**src/rtl/fir_pkg.sv**
```systemverilog
// fir_pkg: width helpers and output narrowing shared by the fir_pipe datapath.
// FIR_SATURATE_EN selects clamping instead of two's-complement wrap in narrow().
package fir_pkg;

    localparam int NW = 128;

    typedef logic signed [NW-1:0] wide_t;

    function automatic int clog2(input int n);
        int r;
        for (r = 0; (1 << r) < n; r++) begin
        end
        return r;
    endfunction

    function automatic int tree_depth(input int taps);
        return clog2(taps);
    endfunction

    function automatic int prod_w(input int dw, input int cw);
        return dw + cw;
    endfunction

    function automatic int acc_w(input int dw, input int cw, input int taps);
        return prod_w(dw, cw) + clog2(taps);
    endfunction

    // Result is sign-correct in its low ow bits; the caller truncates.
    function automatic wide_t narrow(input wide_t v, input int ow);
`ifdef FIR_SATURATE_EN
        wide_t hi;
        wide_t lo;
        hi = (wide_t'(1) <<< (ow - 1)) - wide_t'(1);
        lo = -hi - wide_t'(1);
        if (v > hi) return hi;
        if (v < lo) return lo;
        return v;
`else
        wide_t r;
        r = v <<< (NW - ow);
        return r >>> (NW - ow);
`endif
    endfunction

endpackage

```
**src/rtl/fir_add_tree.sv**
```systemverilog
// fir_add_tree: registered pairwise reduction of N signed operands in D levels.
// Unused slots hold zero, so an odd operand simply passes through its level.
module fir_add_tree
    import fir_pkg::*;
#(
    parameter int N = 6,
    parameter int W = 35,
    parameter int D = 3
) (
    input  logic                clk,
    input  logic                rst_n,
    input  logic                en,
    input  logic                in_valid,
    input  logic signed [W-1:0] in_data [N],
    output logic                out_valid,
    output logic signed [W-1:0] out_data
);

    logic signed [W-1:0] node  [D][2*N];
    logic signed [W-1:0] sum_d [D][N];
    logic signed [W-1:0] sum_q [D][N];
    logic [D-1:0]        vld_d;
    logic [D-1:0]        vld_q;

    always_comb begin
        for (int j = 0; j < D; j++) begin
            for (int i = 0; i < 2*N; i++) begin
                node[j][i] = '0;
            end
        end
        for (int i = 0; i < N; i++) begin
            node[0][i] = in_data[i];
        end
        for (int j = 1; j < D; j++) begin
            for (int i = 0; i < N; i++) begin
                node[j][i] = sum_q[j-1][i];
            end
        end
        for (int j = 0; j < D; j++) begin
            for (int i = 0; i < N; i++) begin
                sum_d[j][i] = node[j][2*i] + node[j][2*i+1];
            end
        end
        vld_d[0] = in_valid;
        for (int j = 1; j < D; j++) begin
            vld_d[j] = vld_q[j-1];
        end
    end

    always_ff @(posedge clk or negedge rst_n) begin
        if (!rst_n) begin
            vld_q <= '0;
            for (int j = 0; j < D; j++) begin
                for (int i = 0; i < N; i++) begin
                    sum_q[j][i] <= '0;
                end
            end
        end else if (en) begin
            vld_q <= vld_d;
            sum_q <= sum_d;
        end
    end

    assign out_valid = vld_q[D-1];
    assign out_data  = sum_q[D-1][0];

endmodule

```
**src/rtl/fir_pipe.sv**
```systemverilog
// fir_pipe: stallable direct-form FIR with run-time coefficient load.
// Define FIR_SATURATE_EN to clamp the output instead of wrapping it.
module fir_pipe
    import fir_pkg::*;
#(
    parameter int TAPS  = 6,
    parameter int DW    = 16,
    parameter int CW    = 16,
    parameter int OW    = 16,
    parameter int SHIFT = 0
) (
    input  logic                            clk,
    input  logic                            rst_n,
    input  logic                            in_valid,
    output logic                            in_ready,
    input  logic signed [DW-1:0]            in_data,
    input  logic                            coef_we,
    input  logic [fir_pkg::clog2(TAPS)-1:0] coef_addr,
    input  logic signed [CW-1:0]            coef_data,
    output logic                            out_valid,
    input  logic                            out_ready,
    output logic signed [OW-1:0]            out_data
);

    localparam int PW   = prod_w(DW, CW);
    localparam int ACCW = acc_w(DW, CW, TAPS);
    localparam int D    = tree_depth(TAPS);

    logic                   en;
    logic signed [DW-1:0]   x_d [TAPS];
    logic signed [DW-1:0]   x_q [TAPS];
    logic signed [CW-1:0]   c_d [TAPS];
    logic signed [CW-1:0]   c_q [TAPS];
    logic signed [PW-1:0]   p_d [TAPS];
    logic signed [PW-1:0]   p_q [TAPS];
    logic signed [ACCW-1:0] tin [TAPS];
    logic                   v0_d, v0_q;
    logic                   v1_d, v1_q;
    logic                   tree_vld;
    logic signed [ACCW-1:0] tree_sum;
    wide_t                  wide;
    wide_t                  nar;
    logic                   out_valid_d, out_valid_q;
    logic signed [OW-1:0]   out_data_d, out_data_q;

    always_comb begin
        en   = !(out_valid_q && !out_ready);
        x_d  = x_q;
        v0_d = in_valid;
        if (in_valid) begin
            x_d[0] = in_data;
            for (int k = 1; k < TAPS; k++) begin
                x_d[k] = x_q[k-1];
            end
        end
        // Coefficient writes ignore the stall; out-of-range taps match nothing.
        c_d = c_q;
        for (int k = 0; k < TAPS; k++) begin
            if (coef_we && int'(coef_addr) == k) begin
                c_d[k] = coef_data;
            end
        end
        for (int k = 0; k < TAPS; k++) begin
            p_d[k] = PW'(x_q[k]) * PW'(c_q[k]);
            tin[k] = ACCW'(p_q[k]);
        end
        v1_d        = v0_q;
        wide        = wide_t'(tree_sum >>> SHIFT);
        nar         = narrow(wide, OW);
        out_valid_d = tree_vld;
        out_data_d  = tree_vld ? OW'(nar) : out_data_q;
    end

    always_ff @(posedge clk or negedge rst_n) begin
        if (!rst_n) begin
            for (int k = 0; k < TAPS; k++) begin
                x_q[k] <= '0;
                c_q[k] <= '0;
                p_q[k] <= '0;
            end
            v0_q        <= 1'b0;
            v1_q        <= 1'b0;
            out_valid_q <= 1'b0;
            out_data_q  <= '0;
        end else begin
            c_q <= c_d;
            if (en) begin
                x_q         <= x_d;
                v0_q        <= v0_d;
                p_q         <= p_d;
                v1_q        <= v1_d;
                out_valid_q <= out_valid_d;
                out_data_q  <= out_data_d;
            end
        end
    end

    fir_add_tree #(
        .N (TAPS),
        .W (ACCW),
        .D (D)
    ) u_tree (
        .clk       (clk),
        .rst_n     (rst_n),
        .en        (en),
        .in_valid  (v1_q),
        .in_data   (tin),
        .out_valid (tree_vld),
        .out_data  (tree_sum)
    );

    assign in_ready  = en;
    assign out_valid = out_valid_q;
    assign out_data  = out_data_q;

endmodule
```
**config.mk**
```make
export PLATFORM = sky130hd
export DESIGN_NAME = fir_pipe
export DESIGN_NICKNAME = d
export VERILOG_FILES = /design/src/rtl/fir_pkg.sv /design/src/rtl/fir_add_tree.sv /design/src/rtl/fir_pipe.sv
export SDC_FILE = /design/constraint.sdc
export NUM_CORES = 2
export LEC_CHECK = 0
export CORE_MARGIN = 2
export CORE_UTILIZATION = 33
export CTS_BUF_LIST = sky130_fd_sc_hd__clkbuf_2
export DETAILED_ROUTE_END_ITERATION = 10
export PLACE_DENSITY = 0.59
export SLEW_MARGIN = 20
export SYNTH_ARGS = -nofsm -noshare
export SYNTH_HDL_FRONTEND = slang
export SYNTH_SLANG_ARGS = --single-unit
```
**constraint.sdc**
```tcl
create_clock -name clk -period 7.95 [get_ports clk]
set_clock_uncertainty 0.2 [all_clocks]
set_input_delay 1.59 -clock clk [delete_from_list [all_inputs] [get_ports clk]]
set_output_delay 1.59 -clock clk [all_outputs]
set_load 0.02 [all_outputs]
```
# Word level (Yosys, flattened, before mapping)
# Cells that the tools add are included.
# totals
regBits	406
latchBits	0
ramBits	0
mem_bits_ro	0
in_bits	40
output_inout_bits	18
mem_count	0
# classes
add_sub_neg	5
n_mul	6
n_div	0
magnitude_cmp	0
n_eq_ne	5
shifts	0
muxes	0
n_bitwise	1
n_reduce_logical	12
# op_table
op	count
$mul 16x16->16	6
$add 16x16->16	5
$eq 3x3->1 const B	4
$logic_and 1x1->1	7
$reduce_and 2->1	2
$eq 3x2->1 const B	1
$logic_not 3->1	1
$logic_not 1->1	2
$not 1->1	1

# Depth between registers and ports, before layout
# logic_depth
ltp_word	4
ltp_mapped	23

# Hierarchy
# From an unflattened synthesis, not the netlist that was laid out.
# hier_totals
cells_unflattened	9284
area_unflattened_um2	89744.8
# by_module_without_submodules
mod	n_inst	cells_per_inst	area_each_um2	seq_area_each_um2
fir_pipe	1	7552	73199.0	10084.7
fir_add_tree	1	1732	16545.9	5330.1

# Worst setup path before layout
# Ideal clock, no wire load.
# synth_timing
kind	register -> register
startpoint	reg c_q[65] in the netlist's numbering
endpoint	reg p_q[143] in the netlist's numbering
setup_time_ns	0.137
t_arrival_ns	5.218
required_time_ns	7.613
slack_ns	2.395
stages_incl_launch_ff	20
path_buffers	1
path_cell_list	dfrtp_1 > clkbuf_1 > nand2_1 > fa_1 > fa_1 > inv_1 > fa_1 > inv_1 > fa_1 > inv_1 > fa_1 > inv_1 > fa_1 > inv_1 > ha_1 > a21o_1 > a221o_1 > a31oi_1 > xnor2_1 > a21oi_1
# synth_between
elab_chain_len	1
# synth_lines
element	line_no	source
start: declaration	fir_pipe.sv:33	logic signed [CW-1:0] c_q [TAPS];
start signal: indexed assignment	fir_pipe.sv:78	c_q[k] <= '0;
start signal: assignment	fir_pipe.sv:86	c_q <= c_d;
$mul 16x16->16	fir_pipe.sv:64	p_d[k] = PW'(x_q[k]) * PW'(c_q[k]);
end signal: assignment	fir_pipe.sv:90	p_q <= p_d;
end: declaration	fir_pipe.sv:35	logic signed [PW-1:0] p_q [TAPS];
# No other way between the ends.
# A chain may end at the register's enable or synchronous reset.

# Worst setup path in the final report
# layout_timing
startpoint	reg c_q[82] in the netlist's numbering
endpoint	reg p_q[175] in the netlist's numbering
# Same word-level chain as after synthesis.

==> results.md <==
* PortBufs at 57
* Io pins at 58
* Multi-input logic area at 0.0289 mm2
* Layout cell share with drive strength beyond 1 at 9.53%
* Number of H-tree levels at 3
* Worst-Margin Slew at 1110 ps
* Tmin final at 5920 ps
* R2r setup slk at 2030 ps
* Final wirelength at 102000 um
* Total of max-cap violations at 0
* First-pass GRT wire length at 170000 um
* Area Growth Syn to Fin at 7.62%
* CP arrival at 6780 ps
* Normalized max-slew margin at 25.6%
* WHS Endpoint: u_tree.node[365]
* Cell Area, Synth at 0.0426 mm2
* Count of pins over their slew limit at 0
* Ys async rst share at 100%
* DP HPWL at 78800 um
* Clk buf depth at 3
* Die area at 0.132 mm2
* Die height at 363 um
* Post-CTS sizing at 0
* Worst Setup SP: c_q[82]
* Via count at 29000
* Post-CTS Setup Inserts at 0
* Post-route DRC at 0
* F_max at 169 MHz
* R2r endpoint: p_q[175]
* Worst r2r src: c_q[82]
* GP Congestion at 0.821
* Crit share post-route at 74.5%
* Die width at 363 um
* Mapped Nets at 5441
* Clk sink count at 406
* Post-synthesis register bit count at 406
* Synthesized area per cell at 9.51 um2
* Unique masters post-synth at 58
* Crit path max-delay family: adder cells
* Hold path depth at 2
* CP peak stage delay at 730 ps
* Commonest cells after routing, fill and taps aside: inv_1 (775), nand2_1 (661), fa_1 (479)
* Worst R2R Path Depth at 16
* GRT Total Usage at 16.1%
* Fill count at 13100
* Status: complete, no violations
* CP Cell Sequence: nand2_1, fa_1, fa_1, inv_1, fa_1, inv_1, fa_1, fa_1, fa_1, inv_1, ha_1, a21o_1, a221o_1, a31oi_1, xnor2_1, a21oi_1
* Mapped Cells at 4481
* Worst-path fanout max at 15
* DRT iter0 DRCs at 1300
* Commonest non-fill, non-tap cell in the layout: inv_1
* Final setup fails at 0
* Vias in the first global route at 31200
* Final Hold Vio Count at 0
* FP Rows at 131
* Post-synth EDFFs at 0
* Worst-path clk slew at 120 ps
* Synth warn at 0
* CP dominant cell by count: fa_1
* RSZ-0062 raised after global routing: no
* Crit Path Category: flop to flop
* Sum Neg Setup Slack at 0 ps
* Register area share after synthesis at 23.8%
* Hold path start: u_tree.node[750]
* Clk_lat worst skew at 1310 ps
* Antenna Nets Post-Route at 0
* Core ar. at 0.128 mm2
* Nets at 5448
* CP max stage cell: dfrtp_1
* Worst setup EP type: flop
* CTS tree: built
* CP Buf/Inv Count at 3
* Worst setup SP type: flop
* Initial Utilization at 33.3%
* DR pass1 iterations at 5
* CTS root buffer: clkbuf_2
* Most used flip-flop cell after synthesis: dfrtp_1
* Initial antenna violation count at 1
* Seq. cell area at 0.0102 mm2
* CP required at 8810 ps
* Largest net degree at the start of global routing at 193
* Hold-fix buffer count after cts at 1
* Drt wl/cell at 16.4 um
* CTS Buf Count at 112
* Gr ovfl total at 0
* Post-DR vias/cell at 4.66
* Min-Delay Path Class: flop to flop
## how the worst max path moves through the flow
stage | cells past startpoint | end | slack, ps
2_1_floorplan | 19 | p_q[143] | 2390
3_3_place_gp | 18 | p_q[143] | 2100
3_5_place_dp | 16 | p_q[15] | 2070
4_1_cts | 15 | p_q[109] | 2000
5_1_grt | 15 | p_q[109] | 1760
6_report | 16 | p_q[175] | 2030
## Yosys cell counts, drive strengths merged (97+ instances only)
cell type / n / area share [%]
nand2: 662 / 5.8
clkbuf: 148 / 1.3
fa: 479 / 23
a21oi: 150 / 1.8
inv: 776 / 6.8
and2: 396 / 5.8
mux2: 208 / 5.5
o21ai: 97 / 1.2
ha: 441 / 13
dfrtp: 406 / 24
xnor2: 225 / 4.6
nor2: 127 / 1.1
## logic make-up (layout without fill, tap and decap cells)
| family | Yosys count | after routing | share of synthesized area (%) |
|---|---|---|---|
| AOI/OAI and AO/OA | 404 | 404 | 6.10 |
| xor gates and xnor gates | 312 | 312 | 6.41 |
| adders and majority gates | 920 | 920 | 35.5 |
| buffers and inverters | 951 | 1044 | 8.43 |
| DFF | 406 | 406 | 23.8 |
| muxes | 209 | 209 | 5.52 |
| other | 0 | 1 | 0 |
| and+or+nand+nor | 1279 | 1279 | 14.2 |
## sequential cells by signal, summed over array words and instances (netlist names)
signal	count
c_q	96
out_data	16
out_valid	1
p_q	96
u_tree.node	80
u_tree.out_data	16
u_tree.vld_q	3
v0_q	1
v1_q	1
x_q	96
## final cells by class
class | count | area share (%)
tap | 1662 | 4.53
sequential | 406 | 22.2
clock buffer | 156 | 1.70
inverter | 776 | 6.37
timing repair buffer | 68 | 1.55
clock inverter | 44 | 0.633
multi-input combinational | 3124 | 63.1
antenna | 1 | 0.00546
## metal layers
layer | vias to the layer above | track usage, % | routed length, um | share of wire [%]
met5 | - | 0 | 0 | 0
li1 | 14000 | - | - | -
met2 | 481 | 26.5 | 47100 | 46
met4 | 0 | 5.48 | 3130 | 3.1
met1 | 14400 | 21.9 | 47700 | 47
met3 | 162 | 2.19 | 4090 | 4.0
## through the flow
stage                     setup WS (ps)  hold WS, ps  util (%)  std cells  area (um2)
after floorplan                    2390          235         -       4481       42600
after CTS                          2000          114      35.9       6236       45900
after global routing               1760          150      35.9       6237       45900
final                              2030          165      35.9       6237       45900
after detailed placement           2070          256      35.0       6035       44800
after global placement             2100          249      35.0       6035       44800
## tightest hold or removal path, stage by stage, from the launching register on
cell	delay [ps]
dfrtp_1	370
nand2_1	50
nand2_1	50
Power is not shown: default switching activity piles up to over one toggle a cycle in this logic, so the estimate is an artifact.
